**src/rtl/alu_arbiter_pkg.sv**
```systemverilog
// alu_arbiter_pkg: ALU command encodings and arbiter FSM state encodings shared by the ALU slice
package alu_arbiter_pkg;
    typedef enum logic [2:0] {
        CMD_ADD  = 3'd0,
        CMD_SUB  = 3'd1,
        CMD_XOR  = 3'd2,
        CMD_SLT  = 3'd3,
        CMD_AND  = 3'd4,
        CMD_NAND = 3'd5,
        CMD_OR   = 3'd6,
        CMD_NOR  = 3'd7
    } alu_cmd_e;

    localparam logic [1:0] IDLE   = 2'd0;
    localparam logic [1:0] SETTLE = 2'd1;
    localparam logic [1:0] RESP   = 2'd2;
endpackage

```
**src/rtl/alu_arbiter_if.sv**
```systemverilog
// alu_arbiter_if: requester, response and ALU-side signals of the shared ALU arbiter
interface alu_arbiter_if #(parameter int WIDTH = 32);
    logic             req0_valid, req0_ready;
    logic [2:0]       req0_cmd;
    logic [WIDTH-1:0] req0_a, req0_b;
    logic             req1_valid, req1_ready;
    logic [2:0]       req1_cmd;
    logic [WIDTH-1:0] req1_a, req1_b;
    logic             rsp_valid, rsp_ready, rsp_id;
    logic [WIDTH-1:0] rsp_result;
    logic             rsp_carryout, rsp_overflow, rsp_zero;
    logic [2:0]       alu_cmd;
    logic [WIDTH-1:0] alu_a, alu_b, alu_out;
    logic             alu_carryout, alu_overflow, alu_zero;
    logic             busy;

    modport slave (
        input  req0_valid, req0_cmd, req0_a, req0_b,
        input  req1_valid, req1_cmd, req1_a, req1_b,
        input  rsp_ready, alu_out, alu_carryout, alu_overflow, alu_zero,
        output req0_ready, req1_ready,
        output rsp_valid, rsp_id, rsp_result, rsp_carryout, rsp_overflow, rsp_zero,
        output alu_cmd, alu_a, alu_b, busy
    );

    modport master (
        output req0_valid, req0_cmd, req0_a, req0_b,
        output req1_valid, req1_cmd, req1_a, req1_b,
        output rsp_ready, alu_out, alu_carryout, alu_overflow, alu_zero,
        input  req0_ready, req1_ready,
        input  rsp_valid, rsp_id, rsp_result, rsp_carryout, rsp_overflow, rsp_zero,
        input  alu_cmd, alu_a, alu_b, busy
    );
endinterface

```
**src/rtl/alu_arbiter_rr_arbiter2.sv**
```systemverilog
// rr_arbiter2: two-way round-robin grant that favours the requester not served last
module rr_arbiter2 (
    input  logic valid0,
    input  logic valid1,
    input  logic last_grant,
    output logic grant0,
    output logic grant1
);
    assign grant0 = valid0 & (~valid1 | last_grant);
    assign grant1 = valid1 & (~valid0 | ~last_grant);
endmodule

```
**src/rtl/alu_arbiter.sv**
```systemverilog
// alu_arbiter: round-robin sequencer holding operands on the shared gate-level ALU until its outputs settle
module alu_arbiter
    import alu_arbiter_pkg::*;
#(
    parameter int WIDTH         = 32,
    parameter int SETTLE_CYCLES = 4
) (
    input logic          clk,
    input logic          rst_n,
    alu_arbiter_if.slave bus
);
    localparam int CW = SETTLE_CYCLES > 1 ? $clog2(SETTLE_CYCLES) : 1;

    if (SETTLE_CYCLES < 1) begin : g_bad_settle
        $error("SETTLE_CYCLES must be at least 1");
    end

    logic [1:0]       state;
    logic [CW-1:0]    cnt;
    logic             id, last_grant, grant0, grant1, accept;
    logic [2:0]       sel_cmd;
    logic [WIDTH-1:0] sel_a, sel_b;

    rr_arbiter2 u_rr (
        .valid0     (bus.req0_valid),
        .valid1     (bus.req1_valid),
        .last_grant (last_grant),
        .grant0     (grant0),
        .grant1     (grant1)
    );

    // Ready is withheld during reset so a request held across reset is never taken
    assign bus.req0_ready = rst_n && state == IDLE && grant0;
    assign bus.req1_ready = rst_n && state == IDLE && grant1;
    assign bus.busy       = state != IDLE;
    assign accept         = bus.req0_ready | bus.req1_ready;

    always_comb begin
        sel_cmd = grant1 ? bus.req1_cmd : bus.req0_cmd;
        sel_a   = grant1 ? bus.req1_a : bus.req0_a;
        sel_b   = grant1 ? bus.req1_b : bus.req0_b;
    end

    always_ff @(posedge clk) begin
        if (!rst_n) begin
            state            <= IDLE;
            cnt              <= '0;
            id               <= 1'b0;
            last_grant       <= 1'b1;
            bus.alu_cmd      <= CMD_ADD;
            bus.alu_a        <= '0;
            bus.alu_b        <= '0;
            bus.rsp_valid    <= 1'b0;
            bus.rsp_id       <= 1'b0;
            bus.rsp_result   <= '0;
            bus.rsp_carryout <= 1'b0;
            bus.rsp_overflow <= 1'b0;
            bus.rsp_zero     <= 1'b0;
        end else begin
            case (state)
                IDLE: if (accept) begin
                    bus.alu_cmd <= sel_cmd;
                    bus.alu_a   <= sel_a;
                    bus.alu_b   <= sel_b;
                    id          <= grant1;
                    cnt         <= CW'(SETTLE_CYCLES - 1);
                    state       <= SETTLE;
                end
                SETTLE: if (cnt == '0) begin
                    bus.rsp_valid    <= 1'b1;
                    bus.rsp_id       <= id;
                    bus.rsp_result   <= bus.alu_out;
                    bus.rsp_carryout <= bus.alu_carryout;
                    bus.rsp_overflow <= bus.alu_overflow;
                    bus.rsp_zero     <= bus.alu_zero;
                    state            <= RESP;
                end else begin
                    cnt <= cnt - 1'b1;
                end
                RESP: if (bus.rsp_ready) begin
                    last_grant    <= bus.rsp_id;
                    bus.rsp_valid <= 1'b0;
                    state         <= IDLE;
                end
                default: state <= IDLE;
            endcase
        end
    end
endmodule

```
**src/flat_wrapper.sv**
```systemverilog
// flat-port wrapper written by rule: the top's interface ports become plain ports
module alu_arbiter_flat import alu_arbiter_pkg::*;
#(
    parameter int WIDTH         = 32,
    parameter int SETTLE_CYCLES = 4
)
  (clk, rst_n, bus_req0_valid, bus_req0_cmd, bus_req0_a, bus_req0_b, bus_req1_valid, bus_req1_cmd, bus_req1_a, bus_req1_b, bus_rsp_ready, bus_alu_out, bus_alu_carryout, bus_alu_overflow, bus_alu_zero, bus_req0_ready, bus_req1_ready, bus_rsp_valid, bus_rsp_id, bus_rsp_result, bus_rsp_carryout, bus_rsp_overflow, bus_rsp_zero, bus_alu_cmd, bus_alu_a, bus_alu_b, bus_busy);
  alu_arbiter_if #(.WIDTH(WIDTH)) bus_i ();
  input logic clk;
  input logic rst_n;
  input wire logic [$bits(bus_i.req0_valid)-1:0] bus_req0_valid;
  input wire logic [$bits(bus_i.req0_cmd)-1:0] bus_req0_cmd;
  input wire logic [$bits(bus_i.req0_a)-1:0] bus_req0_a;
  input wire logic [$bits(bus_i.req0_b)-1:0] bus_req0_b;
  input wire logic [$bits(bus_i.req1_valid)-1:0] bus_req1_valid;
  input wire logic [$bits(bus_i.req1_cmd)-1:0] bus_req1_cmd;
  input wire logic [$bits(bus_i.req1_a)-1:0] bus_req1_a;
  input wire logic [$bits(bus_i.req1_b)-1:0] bus_req1_b;
  input wire logic [$bits(bus_i.rsp_ready)-1:0] bus_rsp_ready;
  input wire logic [$bits(bus_i.alu_out)-1:0] bus_alu_out;
  input wire logic [$bits(bus_i.alu_carryout)-1:0] bus_alu_carryout;
  input wire logic [$bits(bus_i.alu_overflow)-1:0] bus_alu_overflow;
  input wire logic [$bits(bus_i.alu_zero)-1:0] bus_alu_zero;
  output wire logic [$bits(bus_i.req0_ready)-1:0] bus_req0_ready;
  output wire logic [$bits(bus_i.req1_ready)-1:0] bus_req1_ready;
  output wire logic [$bits(bus_i.rsp_valid)-1:0] bus_rsp_valid;
  output wire logic [$bits(bus_i.rsp_id)-1:0] bus_rsp_id;
  output wire logic [$bits(bus_i.rsp_result)-1:0] bus_rsp_result;
  output wire logic [$bits(bus_i.rsp_carryout)-1:0] bus_rsp_carryout;
  output wire logic [$bits(bus_i.rsp_overflow)-1:0] bus_rsp_overflow;
  output wire logic [$bits(bus_i.rsp_zero)-1:0] bus_rsp_zero;
  output wire logic [$bits(bus_i.alu_cmd)-1:0] bus_alu_cmd;
  output wire logic [$bits(bus_i.alu_a)-1:0] bus_alu_a;
  output wire logic [$bits(bus_i.alu_b)-1:0] bus_alu_b;
  output wire logic [$bits(bus_i.busy)-1:0] bus_busy;
  assign bus_i.req0_valid = bus_req0_valid;
  assign bus_i.req0_cmd = bus_req0_cmd;
  assign bus_i.req0_a = bus_req0_a;
  assign bus_i.req0_b = bus_req0_b;
  assign bus_i.req1_valid = bus_req1_valid;
  assign bus_i.req1_cmd = bus_req1_cmd;
  assign bus_i.req1_a = bus_req1_a;
  assign bus_i.req1_b = bus_req1_b;
  assign bus_i.rsp_ready = bus_rsp_ready;
  assign bus_i.alu_out = bus_alu_out;
  assign bus_i.alu_carryout = bus_alu_carryout;
  assign bus_i.alu_overflow = bus_alu_overflow;
  assign bus_i.alu_zero = bus_alu_zero;
  assign bus_req0_ready = bus_i.req0_ready;
  assign bus_req1_ready = bus_i.req1_ready;
  assign bus_rsp_valid = bus_i.rsp_valid;
  assign bus_rsp_id = bus_i.rsp_id;
  assign bus_rsp_result = bus_i.rsp_result;
  assign bus_rsp_carryout = bus_i.rsp_carryout;
  assign bus_rsp_overflow = bus_i.rsp_overflow;
  assign bus_rsp_zero = bus_i.rsp_zero;
  assign bus_alu_cmd = bus_i.alu_cmd;
  assign bus_alu_a = bus_i.alu_a;
  assign bus_alu_b = bus_i.alu_b;
  assign bus_busy = bus_i.busy;
  alu_arbiter #(.WIDTH(WIDTH), .SETTLE_CYCLES(SETTLE_CYCLES)) u_core (.clk(clk), .rst_n(rst_n), .bus(bus_i));
endmodule
```
**config.mk**
```make
export PLATFORM = sky130hd
export DESIGN_NAME = alu_arbiter_flat
export DESIGN_NICKNAME = d
export VERILOG_FILES = /design/src/rtl/alu_arbiter_pkg.sv /design/src/rtl/alu_arbiter_if.sv /design/src/rtl/alu_arbiter_rr_arbiter2.sv /design/src/rtl/alu_arbiter.sv /design/src/flat_wrapper.sv
export SDC_FILE = /design/constraint.sdc
export NUM_CORES = 1
export LEC_CHECK = 0
export CAP_MARGIN = 15
export CORE_ASPECT_RATIO = 1.5
export CORE_MARGIN = 4
export CORE_UTILIZATION = 34
export DETAILED_ROUTE_END_ITERATION = 8
export PLACE_DENSITY = 0.78
export SYNTH_ARGS = -nofsm -noshare
export SYNTH_HDL_FRONTEND = slang
export SYNTH_SLANG_ARGS = --single-unit
```
**constraint.sdc**
```tcl
create_clock -name clk -period 1.7 [get_ports clk]
set_input_delay 0.51 -clock clk [delete_from_list [all_inputs] [get_ports clk]]
set_output_delay 0.51 -clock clk [all_outputs]
set_load 0.01 [all_outputs]
```
# Yosys cells after proc, flatten, opt, wreduce, memory -nomap -nowiden
# Cells that the tools add are included.
dict set report totals {
  register_bits 110
  inputBits 174
  out_inout_bits 107
  word_cells 55
}
dict set report classes {
  n_addsub 1
  eq_ne 6
  n_mux 13
  bitwise 8
  n_reduce_logical 14
}
# op count
set ops {}
lappend ops {{32-bit 2-to-1 mux} 2}
lappend ops {{2-bit 2-to-1 mux} 5}
lappend ops {{3-bit AND reduction} 3}
lappend ops {{2-bit one-hot mux with 3 select lines} 1}
lappend ops {{2-bit AND reduction} 3}
lappend ops {{2-bit nonzero test} 3}
lappend ops {{2-bit logical NOT} 2}
lappend ops {{2-bit by 1-bit inequality test with 1-bit output, second input constant} 2}
lappend ops {{2-bit inequality test, second input constant} 2}
lappend ops {{2-bit one-hot mux with 2 select lines} 1}
lappend ops {{1-bit logical AND} 3}
lappend ops {{3-bit 2-to-1 mux} 1}
lappend ops {{1-bit inverter} 3}
lappend ops {{1-bit bitwise OR} 3}
lappend ops {{1-bit bitwise AND} 2}
lappend ops {{2-bit by 1-bit equality test with 1-bit output, second input constant} 1}
lappend ops {{2-bit equality test, second input constant} 1}
lappend ops {{1-bit 2-to-1 mux} 2}
lappend ops {{1-bit one-hot mux with 2 select lines} 1}
lappend ops {{2-bit by 1-bit subtractor with 2-bit output, second input constant} 1}

# Depth between registers and ports, before layout
dict set report logic_depth {
  word_depth 7
  depth_mapped 7
}

# By module
# From an unflattened synthesis, not the netlist that was laid out.
dict set report hier_totals {
  hier_cells 504
  hier_area_um2 4714.5
}
# module instances cells_per_inst area_per_inst_um2 seq_area_each_um2
set modules_own_cells {}
lappend modules_own_cells {alu_arbiter 1 501 4695.8 2202.1}
lappend modules_own_cells {rr_arbiter2 1 3 18.8 0.0}

# Worst setup path after synthesis
# No wires, ideal clock.
dict set report synth_path {
  path_type {reg-to-output}
  from {register u_core.state[0]}
  to {output port bus_req1_ready}
  arrival_time_ns 1.421
  path_slack_ns -0.231
  path_stages_with_launch 8
  cell_sequence {dfxtp_1 -> buf_2 -> or2_1 -> buf_6 -> buf_6 -> buf_6 -> or2_1 -> nor2_1}
}
dict set report synth_via {
  elab_chain_cells 3
}
# element line
set synth_rtl {}
lappend synth_rtl {{start, declared} alu_arbiter.sv:18} ;# logic [1:0] state;
lappend synth_rtl {{start signal, assigned} alu_arbiter.sv:46} ;# state <= IDLE;
lappend synth_rtl {{start signal, assigned} alu_arbiter.sv:67} ;# state <= SETTLE;
lappend synth_rtl {{start signal, assigned} alu_arbiter.sv:76} ;# state <= RESP;
lappend synth_rtl {{2-bit logical NOT} alu_arbiter.sv:34} ;# assign bus.req1_ready = rst_n && state == IDLE && grant1;
lappend synth_rtl {{1-bit logical AND (2 in series)} alu_arbiter.sv:34}
lappend synth_rtl {{end, declared} flat_wrapper.sv:25} ;# output wire logic [$bits(bus_i.req1_ready)-1:0] bus_req1_ready;
# Every way passes these cells.

# Worst setup path in the final report
dict set report layout_path {
  from {register u_core.state[0]}
  to {output port bus_req0_ready}
}
dict set report layout_via {
  elab_chain_cells 3
}
# element line
set layout_rtl {}
lappend layout_rtl {{2-bit logical NOT} alu_arbiter.sv:33} ;# assign bus.req0_ready = rst_n && state == IDLE && grant0;
lappend layout_rtl {{1-bit logical AND (2 in series)} alu_arbiter.sv:33}
lappend layout_rtl {{end, declared} flat_wrapper.sv:24} ;# output wire logic [$bits(bus_i.req0_ready)-1:0] bus_req0_ready;
# Every way passes these cells.

==> results summary <==
The run finished, with violations left. The checks that failed: negative setup slack. In this run the clock root is driven by a sky130_fd_sc_hd__clkbuf_16. The number of nets in the finished design came out at between 900 and 1,000. The die is 152.4 µm tall. The final weighted congestion in routability-driven placement came out at around 0.8.

The CTS clock-pin slew for the worst setup and hold paths came out at approximately 0.08 ns. The setup slack after layout came out at -0.2655 ns. In the final routed layout, each cell accounts on average for 19.53 µm. Counting instances in the post-synthesis netlist gives the leading cell types as sky130_fd_sc_hd__or3_1 (134), sky130_fd_sc_hd__dfxtp_1 (110), sky130_fd_sc_hd__nand2_1 (74). The number of inserted filler cells in the final layout is 1,198. The arrival time at the worst endpoint is 1.46 ns. The worst path uses 115.6% of the clock period. STA classifies the critical path endpoint as an output pin. Entering global routing, the biggest net connects 69 pins. The hold buffer count at cts is 0. The detailed-route via count is 5,120. The slew of the pin with the lowest slew margin came out at 0.7665 ns. The count of state elements after synthesis is 110. The detail route stage leaves a number of antenna-violating nets equal to 0.

Measured along the x axis, the die boundary spans 104.3 µm. The part of the total power dissipated in combinational logic is a little under a third. The most common cell in the synthesized netlist is sky130_fd_sc_hd__or3_1. The maximum resistive drop on vdd came out at 0.5019 mV. The later-pin clock latency in the skew report came out at 0.34 ns. Ranked by total cell area, the synthesized netlist is headed by sky130_fd_sc_hd__dfxtp_1 (47%), sky130_fd_sc_hd__or3_1 (18%), sky130_fd_sc_hd__o2111a_1 (16%). The count of maximum capacitance violations is 0.

The total area inside the core boundary comes to 13,530 µm². The count of buffers inserted at the top-level ports came out at 280. Setup violations remaining at the end of the flow were counted as 70. The standby leakage power is 3.237 nW.

TritonCTS built the clock tree. The instance count of the mapped netlist is between 500 and 600. The cell internal power dissipation came out at 5.211 mW. The maximum buffer depth of the clock tree is 2.

The post-synthesis average cell area is 9.287 µm². The initial antenna violation count is 0. Headroom to the max-slew limit came out at about 50%. The type of origin of the critical path is a register. 0 antenna diodes ended up in the layout. The initial core utilization is 34.93%. Among all flip-flop cells after synthesis, the most frequent one is sky130_fd_sc_hd__dfxtp_1.

Before CTS, the worst setup slack after placement is -0.9904 ns. The clock network accounts for 27.0% of the total power. The number of H-tree levels came out at 3.

The total CTS buffers came out at 9. Setup repair after global routing could not meet its margin everywhere. The maximum fanout encountered on the critical timing path is 2. The synthesis-to-finish area growth came out at 68.32%. Of all cell types, the one taking the most synthesized area is sky130_fd_sc_hd__dfxtp_1.

The maximum clock frequency is 508.8 MHz. The first global-routing pass estimated 28.17 mm of wire. The worst path in the final design needs a cycle of 1.966 ns, including I/O delays and setup. STA puts the critical path data required time at approximately 1.2 ns. The clock skew after layout is between 0.004 and 0.005 ns. The share of async-settable or async-resettable flops after synthesis came out at 0%.

The area of the mapped netlist came out at 4727 µm². The overall die area came out at 15,890 µm². The power per cell area came out at 941.6 nW/µm². The detailed router finished its first iteration with roughly 190 violations.

The aggregate global routing overflow is 0. Net switching is around 30% of the power. The number of vias per cell after detailed routing is about 5.5. The residual DRC count is 0. The number of library cell types mapped by synthesis came out at 28. In this run, synthesis inferred 0 flip-flops with an integrated enable. During synthesis, Yosys emitted a total of 0 warnings. The proportion of synthesized chip area in sequential cells came out at 46.59%. The share of total power dissipated in sequential elements is 41.2%. The number of max-slew violations in the final report came out at 0. The iteration count of the initial detailed-routing pass came out at 4. The number of rows created at floorplan is 52. The share of the synthesized area in the top cell type came out at 46.59%.

The net switching power came out at 2.281 mW. The clock net in this run drives a total of 110 sinks. The number of global-route vias before repair came out at 5,168.

The critical path is of the register to output pin type. The top-level port count came out at 281. The total track usage came out at 21.92%. The total power consumption of the routed design is 7.492 mW. The HPWL after detailed placement came out at 12.64 mm. The total nets after synthesis is 684.

The count of final hold-check violations is 0. The detailed-route wire length came out at between 15 and 20 mm. The classification of the worst-slack hold path is register to register. The share of post-route cells with drive strength above 1 came out at 6.874%.
routing by layer:
layer | up-vias | track usage (%) | wire length [µm]
met4 | 0 | 8.428 | 610
met3 | 38 | 7.461 | 1490
met2 | 239 | 40.82 | 9458
li1 | 2397 | - | -
met5 | - | 0 | 0
met1 | 2446 | 22.21 | 6663
final timing paths:
check	from	endpoint	slack (ns)	cells after the start
max	u_core.state[0]	bus_req0_ready	-0.27	4
min	u_core.bus.rsp_result[28]	u_core.bus.rsp_result[28]	0.45	2
max reg2reg	u_core.state[0]	u_core.bus.alu_b[4]	-0.15	5
min reg2reg	u_core.bus.rsp_result[28]	u_core.bus.rsp_result[28]	0.45	2
power groups by stage:
stage               sequential (mW)  clock [mW]  combinational, mW
global route                   3.12        2.18               2.56
finish                         3.09        2.02               2.38
detailed placement             3.16           0               2.38
floorplan                      3.30           0              0.914
global placement               3.14           0               2.32
CTS                            3.09        2.07               2.34
placed cells by master, fill, tap and decap left out, drive strengths merged:
cell and instances:
nor2b 1, o31a 2, mux2i 1, nand3b 2, clkinv 4, a2111oi 1, bufbuf 2, nor3 2
ha 1, buf 23, inv 4, nor3b 1, a21oi 41, a21bo 1, clkbuf 12, nand2b 1
nand2 74, dfxtp 110, or2 2, or3b 1, clkinvlp 1, or3 134, o2111a 67, clkdlybuf4s50 170
clkdlybuf4s15 1, a2bb2oi 1, dlygate4sd2 104, and3b 1, nor2 6
cell type report:
cell class              count  area [µm²]  area share (%)
repair buffers            303        2978           37.43
multi-input cells         340        2278           28.64
flip-flops and latches    110        2205           27.71
clock buffers               9       225.2           2.831
well taps                 162       202.7           2.548
clock inverters             6       56.30          0.7077
inverters                   3       11.26          0.1415
what timing repair did:
action                                 CTS  global route
endpoints found under the hold margin    0             0
setup buffers                            2             3
cloned                                   2             1
gates resized for setup                130             5
setup endpoints to repair              176            70
pin swaps                                3             5
cells by family (layout without fill, tap and decap cells):
| kind of cell | Yosys count | after routing | synth area share [%] |
|---|---|---|---|
| adder cells (fa/ha/maj) | 1 | 1 | 0.2646 |
| AO/OA/AOI/OAI | 113 | 113 | 21.25 |
| multiplexers | 1 | 1 | 0.2118 |
| buffers and inverters | 59 | 321 | 5.770 |
| flip-flops | 110 | 110 | 46.59 |
| AND/OR/NAND/NOR | 225 | 225 | 25.91 |
sequential cells by signal, indices dropped and copies added (netlist names), 2 cells and up:
signal                 flops
u_core.cnt                 2
u_core.bus.rsp_result     32
u_core.bus.alu_cmd         3
u_core.bus.alu_a          32
u_core.state               2
u_core.bus.alu_b          32
worst max-delay path, cell delays in order (launching register included):
cell and delay (ns):
sky130_fd_sc_hd__dfxtp_2 0.33, sky130_fd_sc_hd__buf_6 0.11, sky130_fd_sc_hd__or3b_4 0.41, sky130_fd_sc_hd__nor3_4 0.12, sky130_fd_sc_hd__buf_2 0.15
metrics by stage:
stage	util [%]	instance area, µm²	setup TNS (ns)	hold slack (ns)	cells
global placement	56.43	7637	-51.42	0.4409	910
finish	58.79	7956	-8.294	0.4517	933
CTS	58.30	7890	-3.612	0.4554	929
global route	58.79	7956	-12.53	0.4706	933
detailed placement	56.43	7637	-53.02	0.4470	910
floorplan	-	4753	-0.4920	0.4321	509
(Power assumes the default switching activity.)
